==> src/rtl/digit_serial_addsub.sv <==
// ---------------------------------------------------------------------------
// digit_serial_addsub
//
// Multi-cycle two's complement adder/subtractor. The operands are latched
// when start is accepted. They are then consumed DIGIT bits per clock, least
// significant digit first, through a single DIGIT-wide ripple slice. A
// WIDTH-bit operation therefore takes N = WIDTH/DIGIT RUN cycles. A one-cycle
// DONE state follows, in which the result and flags are presented.
//
// Optional build macro:
//   DIGIT_SERIAL_SAT_EN - when defined, a signed overflow saturates the
//                         result to the most positive value (A >= 0) or the
//                         most negative value (A < 0). When the macro is not
//                         defined, the result wraps modulo 2^WIDTH.
//
// Parameters:
//   WIDTH     operand/result width, must be a multiple of DIGIT
//   DIGIT     bits processed per clock, 1 <= DIGIT <= WIDTH
//
// Ports:
//   clk       system clock, rising edge
//   reset     asynchronous active-high reset
//   start     request; accepted in IDLE or DONE, ignored while busy
//   sub       0 = a + b, 1 = a - b (latched with the operands)
//   a, b      two's complement operands
//   busy      high while digits are being processed
//   done      one-cycle pulse; result and flags are valid from here on
//   result    sum / difference (holds until the next completion)
//   carry_out carry out of the MSB; for subtraction 1 means no borrow
//   overflow  signed overflow of the operation
//   zero      final result equals zero
// ---------------------------------------------------------------------------
module digit_serial_addsub #(
    parameter int WIDTH = 16,
    parameter int DIGIT = 4
) (
    input  logic             clk,
    input  logic             reset,
    input  logic             start,
    input  logic             sub,
    input  logic [WIDTH-1:0] a,
    input  logic [WIDTH-1:0] b,
    output logic             busy,
    output logic             done,
    output logic [WIDTH-1:0] result,
    output logic             carry_out,
    output logic             overflow,
    output logic             zero
);

    localparam int N  = WIDTH / DIGIT;
    localparam int CW = $clog2(N + 1);

    typedef enum logic [1:0] {
        IDLE = 2'd0,
        RUN  = 2'd1,
        DONE = 2'd2
    } state_t;

    state_t state_reg;
    state_t state_next;

    // Operand shift registers: the digit being processed always sits in the
    // low DIGIT bits. Later changes on a/b therefore cannot disturb a run.
    logic [WIDTH-1:0] a_reg;
    logic [WIDTH-1:0] b_reg;
    logic [WIDTH-1:0] a_shift;
    logic [WIDTH-1:0] b_shift;
    logic             sub_reg;
    logic             carry_reg;
    logic [CW-1:0]    count_reg;

    // Output registers. They are only written on the final digit, so partial
    // sums never appear on the ports.
    logic [WIDTH-1:0] result_reg;
    logic             carry_out_reg;
    logic             overflow_reg;
    logic             zero_reg;

`ifdef DIGIT_SERIAL_SAT_EN
    // The sign of A decides the saturation direction: on overflow the true
    // result has the same sign as A.
    logic             a_sign_reg;
`endif

    logic             accept;
    logic             last_digit;

    logic [DIGIT-1:0] a_dig;
    logic [DIGIT-1:0] b_dig;
    logic [DIGIT-1:0] sum_dig;
    logic [DIGIT:0]   chain;
    logic [WIDTH-1:0] acc_full;
    logic [WIDTH-1:0] final_result;
    logic             ovf_final;

    // A new request is taken in IDLE and also in DONE (back-to-back).
    assign accept     = start && ((state_reg == IDLE) || (state_reg == DONE));
    assign last_digit = (state_reg == RUN) && (count_reg == CW'(N - 1));

    // -----------------------------------------------------------------------
    // DIGIT-wide ripple slice. When subtracting, B is inverted, and the
    // initial carry (loaded with sub) supplies the +1.
    // -----------------------------------------------------------------------
    assign a_dig    = a_reg[DIGIT-1:0];
    assign b_dig    = b_reg[DIGIT-1:0] ^ {DIGIT{sub_reg}};
    assign chain[0] = carry_reg;

    generate
        for (genvar gi = 0; gi < DIGIT; gi++) begin : g_fa
            assign sum_dig[gi]   = a_dig[gi] ^ b_dig[gi] ^ chain[gi];
            assign chain[gi + 1] = (a_dig[gi] & b_dig[gi])
                                 | (a_dig[gi] & chain[gi])
                                 | (b_dig[gi] & chain[gi]);
        end
    endgenerate

    // On the final digit, chain[DIGIT-1] is the carry into the word MSB and
    // chain[DIGIT] is the carry out of it.
    assign ovf_final = chain[DIGIT] ^ chain[DIGIT-1];

    // -----------------------------------------------------------------------
    // Result assembly. New digits enter from the MSB side, so after N shifts
    // the first digit has reached bit 0. The multi-digit case keeps only the
    // WIDTH-DIGIT bits already produced. acc_full is the full word as it
    // would be after this cycle's shift.
    // -----------------------------------------------------------------------
    generate
        if (DIGIT == WIDTH) begin : g_single
            assign acc_full = sum_dig;
            assign a_shift  = '0;
            assign b_shift  = '0;
        end else begin : g_multi
            logic [WIDTH-DIGIT-1:0] acc_part_reg;

            always_ff @(posedge clk or posedge reset) begin
                if (reset) begin
                    acc_part_reg <= '0;
                end else if (state_reg == RUN) begin
                    acc_part_reg <= acc_full[WIDTH-1:DIGIT];
                end
            end

            assign acc_full = {sum_dig, acc_part_reg};
            assign a_shift  = {{DIGIT{1'b0}}, a_reg[WIDTH-1:DIGIT]};
            assign b_shift  = {{DIGIT{1'b0}}, b_reg[WIDTH-1:DIGIT]};
        end
    endgenerate

`ifdef DIGIT_SERIAL_SAT_EN
    logic [WIDTH-1:0] sat_pos;
    logic [WIDTH-1:0] sat_neg;

    // 0111..1 and 1000..0, built without a zero-width replication.
    assign sat_pos = {WIDTH{1'b1}} >> 1;
    assign sat_neg = ~sat_pos;

    always_comb begin
        final_result = acc_full;
        if (ovf_final) begin
            final_result = a_sign_reg ? sat_neg : sat_pos;
        end
    end
`else
    assign final_result = acc_full;
`endif

    // -----------------------------------------------------------------------
    // FSM: state register
    // -----------------------------------------------------------------------
    always_ff @(posedge clk or posedge reset) begin
        if (reset) begin
            state_reg <= IDLE;
        end else begin
            state_reg <= state_next;
        end
    end

    // -----------------------------------------------------------------------
    // FSM: next-state logic
    // -----------------------------------------------------------------------
    always_comb begin
        state_next = state_reg;
        case (state_reg)
            IDLE:    if (start)      state_next = RUN;
            RUN:     if (last_digit) state_next = DONE;
            DONE:    state_next = start ? RUN : IDLE;
            default: state_next = IDLE;
        endcase
    end

    // -----------------------------------------------------------------------
    // FSM: outputs
    // -----------------------------------------------------------------------
    always_comb begin
        busy = 1'b0;
        done = 1'b0;
        case (state_reg)
            RUN:     busy = 1'b1;
            DONE:    done = 1'b1;
            default: ;
        endcase
    end

    // -----------------------------------------------------------------------
    // Datapath registers
    // -----------------------------------------------------------------------
    always_ff @(posedge clk or posedge reset) begin
        if (reset) begin
            a_reg         <= '0;
            b_reg         <= '0;
            sub_reg       <= 1'b0;
            carry_reg     <= 1'b0;
            count_reg     <= '0;
            result_reg    <= '0;
            carry_out_reg <= 1'b0;
            overflow_reg  <= 1'b0;
            zero_reg      <= 1'b0;
`ifdef DIGIT_SERIAL_SAT_EN
            a_sign_reg    <= 1'b0;
`endif
        end else if (accept) begin
            a_reg     <= a;
            b_reg     <= b;
            sub_reg   <= sub;
            carry_reg <= sub;
            count_reg <= '0;
`ifdef DIGIT_SERIAL_SAT_EN
            a_sign_reg <= a[WIDTH-1];
`endif
        end else if (state_reg == RUN) begin
            a_reg     <= a_shift;
            b_reg     <= b_shift;
            carry_reg <= chain[DIGIT];
            count_reg <= count_reg + CW'(1);
            if (last_digit) begin
                result_reg    <= final_result;
                carry_out_reg <= chain[DIGIT];
                overflow_reg  <= ovf_final;
                zero_reg      <= (final_result == '0);
            end
        end
    end

    assign result    = result_reg;
    assign carry_out = carry_out_reg;
    assign overflow  = overflow_reg;
    assign zero      = zero_reg;

endmodule

==> config.mk <==
export PLATFORM = sky130hd
export DESIGN_NAME = digit_serial_addsub
export DESIGN_NICKNAME = d
export VERILOG_FILES = /design/src/rtl/digit_serial_addsub.sv
export SDC_FILE = /design/constraint.sdc
export NUM_CORES = 1
export LEC_CHECK = 0
export ABC_CLOCK_PERIOD_IN_PS = 3700
export BUFFER_PORTS_ARGS = -buffer_cell sky130_fd_sc_hd__buf_2
export CORE_UTILIZATION = 54
export DETAILED_ROUTE_END_ITERATION = 8
export PLACE_DENSITY = 0.77
export SYNTH_ARGS = -nofsm -noshare
export SYNTH_HDL_FRONTEND = slang
export SYNTH_SLANG_ARGS = --single-unit
==> constraint.sdc <==
create_clock -name clk -period 3.7 [get_ports clk]
set_input_delay 0.74 -clock clk [delete_from_list [all_inputs] [get_ports clk]]
set_output_delay 0.74 -clock clk [all_outputs]
set_load 0.02 [all_outputs]
==> impl_results.rst <==
.. list-table::
   :header-rows: 1

   * - Metric
     - Value
   * - Area delta synth->final
     - 15.63%
   * - Post-layout nets
     - 362
   * - Post-route setup slack
     - between 0.9 and 1 ns
   * - Horiz. Die Dim
     - 76.15 um
   * - Startpoint of the worst setup timing path
     - sub_reg
   * - Dominant register cell in the synthesized netlist
     - sky130_fd_sc_hd__dfrtp_1
   * - Distinct cell type count after synthesis
     - 34
   * - Post-route ant nets
     - 0
   * - Max-cap violation count
     - 0
   * - Critical Path Source Type
     - register
   * - Gr usage total
     - 0.2285
   * - Data arrival time at the worst-slack endpoint
     - roughly 3.0 ns
   * - Xor/xnor share of the synthesized area
     - 0.01475
   * - Count of vias placed by the detailed router
     - roughly 2100
   * - Number of pins with negative max-slew slack in the final report
     - 0
   * - CP Data Required Time
     - 3.95 ns
   * - Seq pwr share
     - 0.404
   * - Area of all placed cells without fillers
     - 0.003433 mm2
   * - Clock sink count
     - 70
   * - Detailed Route Iter0 Violations
     - about 150
   * - Top cell type's share of synthesized area
     - 0.5900
   * - Final RePlAce weighted congestion
     - between 0.7 and 0.8
   * - Post-Synthesis Net Count
     - about 310
   * - Final core area utilization
     - 0.6596
   * - Clock buffers created by TritonCTS
     - 9
   * - Relative slew slack
     - 0.2390
   * - Total of flip-flops plus latches after synthesis
     - 70
   * - Count of input and output buffers
     - 56
   * - Vias/cell
     - 5.400
   * - Number of antenna violations at the first check in global routing
     - 0
   * - Share of total power in the clock network
     - 0.159
   * - Largest fanout on the critical path
     - 5
   * - Clock latency reported for the late side of the worst-skew pair
     - between 0.3 and 0.4 ns
   * - Most numerous cell types in the synthesized netlist
     - sky130_fd_sc_hd__dfrtp_1 (70), sky130_fd_sc_hd__nand2_1 (59), sky130_fd_sc_hd__mux2_2 (16)
   * - Unrepaired setup endpoints after global routing
     - no
   * - Antenna Cells
     - 0
   * - Cell area after synthesis
     - around 0.003 mm2
   * - Most instantiated library cell after synthesis
     - sky130_fd_sc_hd__dfrtp_1
   * - Count of endpoints failing setup in the final report
     - 0
   * - Worst flop-to-flop path startpoint
     - sub_reg
   * - Avg Cell Area, Syn
     - 11.12 um2
   * - Die Footprint
     - ~0.0058 mm2
   * - EDFF count, synth
     - 0
   * - Yosys warning count
     - 0
   * - Internal power of the cells
     - between 1500 and 2000 uW
   * - Leading cell types by total area after synthesis
     - sky130_fd_sc_hd__dfrtp_1 (59%), sky130_fd_sc_hd__nand2_1 (7.5%), sky130_fd_sc_hd__mux2_2 (6.1%)
   * - Combinational family with the most area after synthesis
     - simple AND/OR/NAND/NOR gates
   * - Post-synthesis sequential area ratio
     - 0.5900
   * - Status
     - finished clean
   * - Critical path start-end classification
     - reg2reg
   * - Clock root buffer
     - sky130_fd_sc_hd__clkbuf_8
   * - Y dimension of the die
     - about 76 um
   * - Element type at the critical path end
     - register
   * - Placeable core area
     - approximately 0.0052 mm2
   * - Adder-Cell Fraction of Synth Area
     - 0.03540
   * - Part of the power in combinational logic
     - 0.437
   * - Share of synthesized cell area in and, or, nand and nor gates
     - 0.1542
   * - Biggest area consumer among synthesized cells
     - sky130_fd_sc_hd__dfrtp_1
   * - VDD IR-drop max
     - 0.0004417 V
   * - Leak Pwr
     - roughly 0.0017 uW
   * - Clock H-tree levels
     - 3
   * - Maximum buffer depth of the clock tree
     - 2
   * - Clock skew
     - between 0.007 and 0.008 ns
   * - First-pass iteration count of the detailed router
     - 4
   * - Pre-CTS setup slack
     - 0.9509 ns
   * - Synthesized-area fraction occupied by ao, oa, aoi and oai cells
     - 0.1011
   * - Worst-case register-to-register setup slack
     - about 0.92 ns
   * - Placed standard-cell area
     - ~0.0033 mm2
   * - Cts repair resizes
     - 0
   * - DR WL/cell
     - ~15 um
   * - Clock transition time at the flip-flop clock pins of the worst setup and hold paths
     - roughly 0.070 ns
   * - Half-perimeter wire length of the detailed placement result
     - slightly below 4000 um
   * - Clock tree from TritonCTS
     - yes
   * - Cell area power density
     - 976.3 mW/mm2
   * - Hold violation count in the final report
     - 0
   * - Period utilisation layout
     - 0.7523
   * - Wire length after detailed routing
     - between 5000 and 6000 um
   * - Share of total power consumed by net switching
     - 0.4094
   * - Post-synth ARST share
     - 1.000
   * - Maximum clock rate
     - between 0.3 and 0.4 GHz
   * - Starting density of the core
     - 0.5704
   * - Fin crit period
     - between 2 and 3 ns
   * - Reported net switching power
     - ~1400 uW
   * - Cts-stage hold buffer count
     - 0
   * - DRC violations left
     - 0
   * - Hold WC Path Type
     - in2async
   * - IO Pins
     - 57
   * - Via count of the first global-routing pass
     - approximately 2200
   * - Buffer count from post-CTS setup fixing
     - 0
   * - Maximum number of pins on one net before global-route repair
     - 42
   * - Row cnt
     - 26
   * - Fraction of synthesized area in multiplexers
     - 0.06068
   * - Accumulated negative setup slack
     - 0 ns
   * - Layout cells sized above 1
     - 0.2923
   * - First-pass GRT wire length
     - 10180 um
   * - Slew at the pin with the worst max-slew slack
     - ~1.1 ns
   * - Number of instances in the synthesized netlist
     - between 200 and 300
   * - Global-route congestion overflow total
     - 0
==> through the flow <==
step	hold slack, ns	cells	power, uW
global route	0.4570	395	3620
global placement	0.4689	379	2786
floorplan	0.4561	267	2480
CTS	0.4243	395	3377
detailed placement	0.4664	379	2843
finish	0.4195	395	3352
==> final cells by class <==
cell class | instances | area [um2]
Tap cell | 70 | 87.58
Timing Repair Buffer | 60 | 310.3
Clock inverter | 4 | 22.52
Sequential cell | 70 | 1752
Clock buffer | 12 | 145.1
Inverter | 7 | 28.78
Fill cell | 424 | 1772
Multi-Input combinational cell | 172 | 1087
==> logic make-up after synthesis <==
kind of cell / count (synthesis)
and+or+nand+nor: 103
DFF: 70
AOI/OAI and AO/OA: 42
buffers and inverters: 25
muxes: 16
adders and majority gates: 6
xor gates and xnor gates: 5
==> layout by cell type, fill, tap and decap left out, drive strengths merged <==
master	synthesis	final
clkinv	0	3
nand3	13	13
nor2b	2	2
inv	7	7
a21oi	1	1
fa	4	4
mux2	16	16
o22ai	7	7
ha	2	2
nor4	3	3
a21o	1	1
and2	1	1
clkbuf	5	12
xor2	4	4
nor4b	1	1
nand2	59	59
o2bb2ai	1	1
nand4	1	1
nor3	8	8
nand2b	2	2
xnor2	1	1
nand3b	1	1
dfrtp	70	70
buf	13	60
clkinvlp	0	1
a22oi	12	12
a221o	2	2
a22o	8	8
nor2	12	12
o21ai	6	6
a31oi	4	4
==> layer usage <==
layer	share of wire	track usage	wire, um	up-vias
li1	-	-	-	1027
met1	0.46	0.2991	2728	1044
met2	0.47	0.3536	2752	50
met3	0.045	0.06108	267	12
met4	0.021	0.1154	126	0
met5	0	0	0	-
==> worst max-delay path: stages (launching register included) <==
cell and delay [ns]:
sky130_fd_sc_hd__dfrtp_1 0.46, sky130_fd_sc_hd__xor2_1 0.20, sky130_fd_sc_hd__fa_1 0.39, sky130_fd_sc_hd__fa_1 0.37, sky130_fd_sc_hd__inv_1 0.07, sky130_fd_sc_hd__fa_1 0.21
sky130_fd_sc_hd__inv_1 0.06, sky130_fd_sc_hd__fa_1 0.47, sky130_fd_sc_hd__nor4_1 0.19, sky130_fd_sc_hd__nand4_1 0.12, sky130_fd_sc_hd__o21ai_0 0.15
==> worst paths after layout <==
kind | endpoint | cells past startpoint
max | zero | 10
min | result[4] | 2
max reg2reg | zero | 10
min reg2reg | result[14] | 2
max in group asynchronous | b_reg[10] | 3
min in group clk | result[14] | 2
==> power by group through the flow <==
stage	logic (uW)	registers, uW	clock network (uW)
2_1_floorplan	1070	1410	0
3_3_place_gp	1440	1350	0
3_5_place_dp	1480	1370	0
4_1_cts	1480	1350	544
5_1_grt	1650	1400	571
6_report	1470	1350	532
No activity file was read; power rests on OpenSTA's default activity.
